### src/rtl/cpu_pkg.sv
// rtl/cpu_pkg.sv - shared fetch-stage types and constants
package cpu_pkg;
    localparam int          WORD_W           = 16;
    localparam logic [15:0] RESET_PC_DEFAULT = 16'h0000;

    typedef enum logic [1:0] {
        IDLE = 2'd0,
        REQ  = 2'd1,
        HOLD = 2'd2
    } fetch_state_t;
endpackage

### src/rtl/ifetch_buf.sv
// rtl/ifetch_buf.sv - one-entry prefetch buffer holding a fetched word and its address
module ifetch_buf #(
    parameter int WORD_W = cpu_pkg::WORD_W
) (
    input  logic              clk,
    input  logic              reset,
    input  logic              i_flush,
    input  logic              i_push,
    input  logic              i_pop,
    input  logic [WORD_W-1:0] i_data,
    input  logic [WORD_W-1:0] i_pc,
    output logic              o_valid,
    output logic [WORD_W-1:0] o_data,
    output logic [WORD_W-1:0] o_pc
);
    logic              r_valid;
    logic [WORD_W-1:0] r_data;
    logic [WORD_W-1:0] r_pc;

    always_ff @(posedge clk or posedge reset) begin
        if (reset) begin
            r_valid <= 1'b0;
            r_data  <= '0;
            r_pc    <= '0;
        end else if (i_flush) begin
            r_valid <= 1'b0;
        end else if (i_push) begin
            r_valid <= 1'b1;
            r_data  <= i_data;
            r_pc    <= i_pc;
        end else if (i_pop) begin
            r_valid <= 1'b0;
        end
    end

    assign o_valid = r_valid;
    assign o_data  = r_data;
    assign o_pc    = r_pc;
endmodule

### src/rtl/instr_fetch.sv
// rtl/instr_fetch.sv - instruction fetch stage; IFETCH_PREFETCH_EN adds a one-entry prefetch buffer
module instr_fetch
    import cpu_pkg::*;
#(
    parameter logic [15:0] RESET_PC = cpu_pkg::RESET_PC_DEFAULT,
    parameter int          WORD_W   = cpu_pkg::WORD_W
) (
    input  logic              clk,
    input  logic              reset,
    output logic              mem_req,
    output logic [WORD_W-1:0] mem_addr,
    input  logic              mem_ack,
    input  logic [WORD_W-1:0] mem_rdata,
    output logic [WORD_W-1:0] INSTR,
    output logic              instr_valid,
    input  logic              instr_ready,
    output logic [WORD_W-1:0] instr_pc,
    input  logic              branch_en,
    input  logic [WORD_W-1:0] branch_target
);
    fetch_state_t      r_state;
    fetch_state_t      w_next_state;
    logic [WORD_W-1:0] r_pc;
    logic [WORD_W-1:0] r_instr;
    logic [WORD_W-1:0] r_instr_pc;
    logic              r_instr_valid;
    logic              r_discard;
    logic              w_ack;
    logic              w_take;
    logic              w_consume;
    logic              w_load_ack;
    logic              w_buf_valid;
    logic [WORD_W-1:0] w_buf_data;
    logic [WORD_W-1:0] w_buf_pc;

    // An ack only counts against a request we are driving; a branch or a pending discard kills its data.
    assign w_ack      = mem_req & mem_ack;
    assign w_take     = w_ack & ~r_discard & ~branch_en;
    assign w_consume  = r_instr_valid & instr_ready;
    assign w_load_ack = w_take & (~r_instr_valid | w_consume);

`ifdef IFETCH_PREFETCH_EN
    ifetch_buf #(.WORD_W(WORD_W)) u_buf (
        .clk     (clk),
        .reset   (reset),
        .i_flush (branch_en),
        .i_push  (w_take & ~w_load_ack),
        .i_pop   (w_consume & ~w_load_ack & ~branch_en),
        .i_data  (mem_rdata),
        .i_pc    (r_pc),
        .o_valid (w_buf_valid),
        .o_data  (w_buf_data),
        .o_pc    (w_buf_pc)
    );

    assign mem_req = (r_state == REQ) | ((r_state == HOLD) & ~w_buf_valid);
`else
    assign w_buf_valid = 1'b0;
    assign w_buf_data  = '0;
    assign w_buf_pc    = '0;

    assign mem_req = (r_state == REQ);
`endif

    always_ff @(posedge clk or posedge reset) begin
        if (reset) begin
            r_state <= IDLE;
        end else begin
            r_state <= w_next_state;
        end
    end

    always_comb begin
        w_next_state = r_state;
        case (r_state)
            IDLE:    w_next_state = REQ;
            REQ:     if (w_take) w_next_state = HOLD;
            HOLD:    if (w_consume & ~w_take & ~w_buf_valid) w_next_state = REQ;
            default: w_next_state = IDLE;
        endcase
        if (branch_en) begin
            w_next_state = REQ;
        end
    end

    always_ff @(posedge clk or posedge reset) begin
        if (reset) begin
            r_pc          <= RESET_PC;
            r_instr       <= '0;
            r_instr_pc    <= '0;
            r_instr_valid <= 1'b0;
            r_discard     <= 1'b0;
        end else if (branch_en) begin
            // A request still in flight will be acked later with stale data; remember to drop it.
            r_pc          <= branch_target;
            r_discard     <= mem_req & ~mem_ack;
            r_instr_valid <= 1'b0;
        end else begin
            if (w_take) begin
                r_pc <= r_pc + WORD_W'(1);
            end
            if (w_ack) begin
                r_discard <= 1'b0;
            end
            if (w_load_ack) begin
                r_instr       <= mem_rdata;
                r_instr_pc    <= r_pc;
                r_instr_valid <= 1'b1;
            end else if (w_consume & w_buf_valid) begin
                r_instr    <= w_buf_data;
                r_instr_pc <= w_buf_pc;
            end else if (w_consume) begin
                r_instr_valid <= 1'b0;
            end
        end
    end

    assign mem_addr    = r_pc;
    assign INSTR       = r_instr;
    assign instr_pc    = r_instr_pc;
    assign instr_valid = r_instr_valid;
endmodule

### config.mk
export PLATFORM = sky130hd
export DESIGN_NAME = instr_fetch
export DESIGN_NICKNAME = d
export VERILOG_FILES = /design/src/rtl/cpu_pkg.sv /design/src/rtl/ifetch_buf.sv /design/src/rtl/instr_fetch.sv
export SDC_FILE = /design/constraint.sdc
export NUM_CORES = 1
export LEC_CHECK = 0
export CAP_MARGIN = 10
export CORE_UTILIZATION = 44
export DETAILED_ROUTE_END_ITERATION = 16
export GPL_TIMING_DRIVEN = 0
export HOLD_SLACK_MARGIN = 0.1
export PLACE_DENSITY_LB_ADDON = 0.3
export SYNTH_ARGS = -nofsm -noshare
export SYNTH_HDL_FRONTEND = slang
export SYNTH_SLANG_ARGS = --single-unit
### constraint.sdc
create_clock -name clk -period 2.3 [get_ports clk]
set_input_delay 0.46 -clock clk [delete_from_list [all_inputs] [get_ports clk]]
set_output_delay 0.46 -clock clk [all_outputs]
set_load 0.01 [all_outputs]
# ---- Yosys cells after proc, flatten, opt, wreduce, memory -nomap -nowiden
# Index checks and enable logic that the tools add are counted.
dict set report word_totals {
  ff_bits 52
  in_bits 37
  out_inout_bits 50
}
dict set report classes {
  add_sub_neg 1
  eq_ne 4
  mux 11
  n_bitwise 13
  n_reduce_logical 6
}
# operator n
set op_table {}
lappend op_table {{16-bit 2-to-1 mux} 2}
lappend op_table {{16-bit by 1-bit adder with 16-bit output (second input constant)} 1}
lappend op_table {{1-bit AND} 7}
lappend op_table {{2-bit 2-to-1 mux} 3}
lappend op_table {{2-bit case mux with 3 select lines} 1}
lappend op_table {{1-bit 2-to-1 mux} 5}
lappend op_table {{1-bit inverter} 5}
lappend op_table {{2-bit AND reduction} 2}
lappend op_table {{2-bit nonzero test} 2}
lappend op_table {{3-bit by 1-bit != test with 1-bit output (second input constant)} 1}
lappend op_table {{3-bit != test (second input constant)} 1}
lappend op_table {{3-bit nonzero test} 1}
lappend op_table {{2-bit by 1-bit equality test with 1-bit output (second input constant)} 1}
lappend op_table {{2-bit equality test (second input constant)} 1}
lappend op_table {{2-bit logical NOT} 1}
lappend op_table {{1-bit bitwise OR} 1}

# ---- Depth between registers and ports, before layout
dict set report logic_depth {
  depth_word 9
  depth_mapped 5
  mapped_depth_nobuf 5
}

# ---- Worst setup path after synthesis
# No wires, ideal clock.
dict set report synth_path {
  path_kind {register to register}
  from {register r_pc[0], in the netlist mem_addr[0]}
  to {register r_pc[14], in the netlist mem_addr[14]}
  setup_ns 0.124
  arrival_ns 1.458
  setup_slack_ns 0.718
  stages_incl_launch_ff 6
  period_less_slack_ns 1.582
  path_cell_list {dfrtp_1 > ha_1 > nand4_1 > nor4_4 > a31oi_1 > o31a_1}
}
dict set report synth_via {
  elab_chain_len 3
}
# item line
set synth_rtl {}
lappend synth_rtl {{start, declared} instr_fetch.sv:23} ;# logic [WORD_W-1:0] r_pc;
lappend synth_rtl {{start signal, assigned} instr_fetch.sv:95} ;# r_pc <= branch_target;
lappend synth_rtl {{start signal, assigned} instr_fetch.sv:100} ;# r_pc <= r_pc + WORD_W'(1);
lappend synth_rtl {{16-bit by 1-bit adder with 16-bit output} instr_fetch.sv:100}
lappend synth_rtl {{16-bit 2-to-1 mux} instr_fetch.sv:99} ;# if (w_take) begin
lappend synth_rtl {{16-bit 2-to-1 mux} instr_fetch.sv:93} ;# end else if (branch_en) begin
# Every way passes these cells. The select of a mux whose other input is x is not followed.
# A chain may end at the register's enable or synchronous reset.

# ---- Worst setup path after layout
dict set report layout_path {
  from {register r_state[0]}
  to {output port mem_req}
}
dict set report layout_via {
  elab_chain_len 1
}
# item line
set layout_rtl {}
lappend layout_rtl {{start, declared} instr_fetch.sv:21} ;# fetch_state_t r_state;
lappend layout_rtl {{start signal, assigned} instr_fetch.sv:69} ;# r_state <= w_next_state;
lappend layout_rtl {{2-bit by 1-bit equality test with 1-bit output} instr_fetch.sv:62} ;# assign mem_req = (r_state == REQ);
lappend layout_rtl {{end, declared} instr_fetch.sv:10} ;# output logic mem_req,
# Every way passes these cells.

==> results.md <==
- CP Capture Type: output pin
- Post-synthesis mux area share: 0.160
- Primary FF master, synth: dfrtp_1
- Die area: approximately 5700 um^2
- Initial DRC count: 46
- Setup violators final: 0
- Slew @ Worst Pin: about 0.47 ns
- Slew headroom: 0.685
- Clock latency at the later pin of the worst-skew pair: ~0.30 ns
- Largest family of logic cells by synthesized area: multiplexers
- FF+latch count, synth: 52
- Worst vdd ir: 0.522 mV
- Yosys warns: 0
- Clock slew at reported path FFs: around 0.09 ns
- Fillers: 420
- Syn Area/Cell: around 12 um^2
- Worst Path Max Fanout: 5
- Detailed-route wire length per cell: approximately 14 um
- Inserted Clock Buffers: 5
- Post-CTS setup buffers: 0
- Routed vias: between 1500 and 2000
- Complex-gate fraction of the synthesized area: 0.0542
- Hold Fails Final Rpt: 0
- Post-synthesis cell count: 194
- Fin Clk Skew: 0.00367 ns
- Vias per cell: slightly above 5
- Count of cell types in the netlist: 36
- Final core utilization: 0.663
- Number of diodes: 0
- Crit path time final: between 2 and 2.5 ns
- Resized cells post-CTS: 0
- Tightest Hold Check Type: in2async
- Synth-to-Final Area Change: 44.1%
- Clk buf depth: 2
- Htree depth: 2
- Pre-antenna DRT Iters: 4
- IO Port Bufs: 85
- Placement Cell Area: between 3000 and 4000 um^2
- Layout net count: around 330
- DRC Markers: 0
- Xor/xnor share of the synthesized area: 0.0405
- HPWL Detailed: around 3800 um
- Detailed Route WL: between 5000 and 6000 um
- WP data arrival: around 1.6 ns
- Max-cap violations: 0
- Simple-gate share of the synthesized area: 0.159
- Net Count, Synth: about 230
- Pwr/cell area: around 920 nW/um^2
- Status: completed
- DRT antenna net count: 0
- Post-route cell area: between 3000 and 4000 um^2
- Io pins: 87
- First-pass GRT wire length: slightly above 8000 um
- Adder-cell area share of the yosys netlist: 0.00526
- Design Power: approximately 3.1 mW
- Period utilisation layout: 0.883
- Layout cells sized above 1: 0.177
- Clock sink count: 52
- Seq/Total Area, Yosys: 0.547
- Vias in the first global route: between 1500 and 2000
- Slew Limit Fails: 0
- Critical path startpoint category: flip-flop
- CORE AREA: just over 5000 um^2
- Ys async rst share: 1.00
- Total GRT Usage: 0.195
- Die X: 75.5 um
- Die H: 75.5 um
- Initial antenna violation count: 0
- Total congestion overflow: 0
- Largest net degree at the start of global routing: 36
- Initial core utilization: 0.460
- Cts hold-fix bufs: 0
- F_max: about 0.5 GHz
- Worst EP required: 1.84 ns
- Clock tree root buffer cell: clkbuf_8
- Post-synthesis cell area: ~2400 um^2
- Post-synth EDFFs: 0
- R2r setup slk: around 0.51 ns
- TritonCTS clock tree: done
- Routability cong.: 0.758
- RSZ-0062 raised after global routing: false
- Setup CP Type: reg2out
- FP Rows: 26
- Leakage power: roughly 1.4 nW
## registers in the layout, summed over array words and instances, names as in the netlist
signal	cells
r_discard	1
mem_addr	16
instr_valid	1
instr_pc	16
r_state	2
INSTR	16
## cells in the mapped netlist, types with 2 or more instances
| cell type | number | area share |
|---|---|---|
| nand2_1 | 20 | 0.032 |
| o21ai_1 | 6 | 0.013 |
| clkbuf_1 | 5 | 0.0079 |
| nor4_2 | 3 | 0.016 |
| inv_1 | 8 | 0.013 |
| o21ai_0 | 8 | 0.017 |
| nor3_4 | 2 | 0.014 |
| mux2_1 | 2 | 0.0095 |
| mux2i_1 | 2 | 0.0084 |
| a31oi_1 | 3 | 0.0079 |
| nor2b_1 | 3 | 0.0079 |
| nand3_1 | 5 | 0.011 |
| mux2_2 | 30 | 0.14 |
| nor3_1 | 4 | 0.0084 |
| buf_4 | 3 | 0.0095 |
| nor2_1 | 7 | 0.011 |
| xnor2_1 | 10 | 0.037 |
| nand4_1 | 4 | 0.011 |
| dfrtp_1 | 52 | 0.55 |
## power by group
| group | switching [mW] | internal (mW) |
|---|---|---|
| sequential | 0.179 | 1.20 |
| clock | 0.282 | 0.246 |
| combinational | 0.441 | 0.797 |
## cells in the final DEF, fill, tap and decap left out, types with 2 or more instances in the layout
cell type and n:
inv_1 7, nor3_4 2, nor2b_1 3, clkbuf_1 7
nor4_2 3, nand4_1 4, dfrtp_1 52, o21ai_0 8
mux2_1 2, mux2i_1 2, nand3_1 5, nor2_1 7
clkbuf_8 6, mux2_2 30, o21ai_1 6, nor3_1 4
nand2_1 20, buf_4 3, xnor2_1 10, clkdlybuf4s50_1 85
a31oi_1 3
## layout make-up
cell class              instances  area [um^2]  area share
repair buffers                 86          871       0.254
plain buffers                   9         52.6      0.0153
multi-input cells             125          996       0.291
inverters                       8         30.0     0.00876
flip-flops and latches         52         1300       0.380
clock buffers                   8         90.1      0.0263
well taps                      70         87.6      0.0255
## logic make-up (layout without fill, tap and decap cells)
logic type      count (synthesis)  count (layout)
flops                          52              52
mux                            34              34
compound gates                 22              22
fa+ha+maj                       1               1
buf+inv                        17             111
xor+xnor                       11              11
simple gates                   57              57
## metrics by stage
| step | hold WS, ns | std cells | worst slack, ns | setup TNS (ns) |
|---|---|---|---|---|
| after floorplan | 0.529 | 194 | 0.582 | 0 |
| after global placement | 0.466 | 349 | -0.425 | -22.01 |
| after detailed placement | 0.476 | 350 | 0.0181 | 0 |
| after CTS | 0.476 | 358 | 0.244 | 0 |
| after global routing | 0.498 | 358 | 0.186 | 0 |
| final | 0.468 | 358 | 0.270 | 0 |
## layer usage
metal  global-route usage  share of wire  up-vias
li1                     -              -      874
met4               0.0617          0.013        0
met2                0.314           0.47       56
met3               0.0463          0.055        8
met1                0.262           0.46      861
met5                    0              0        -
## critical path, stage by stage (launching register included)
cell             delay, ns
dfrtp_1               0.44
nor2b_1               0.25
clkdlybuf4s50_1       0.58
## path summary, 6_finish.rpt
kind                        startpoint           end  cells after the start
hold reg to reg              INSTR[10]     INSTR[10]                      1
setup / recovery            r_state[0]       mem_req                      2
max in group asynchronous        reset    r_state[1]                      3
setup reg to reg           mem_addr[0]  mem_addr[14]                      5
hold / removal                   reset      INSTR[4]                      2
min in group clk             INSTR[10]     INSTR[10]                      1
Note: power is estimated with default switching activity, not from simulation.
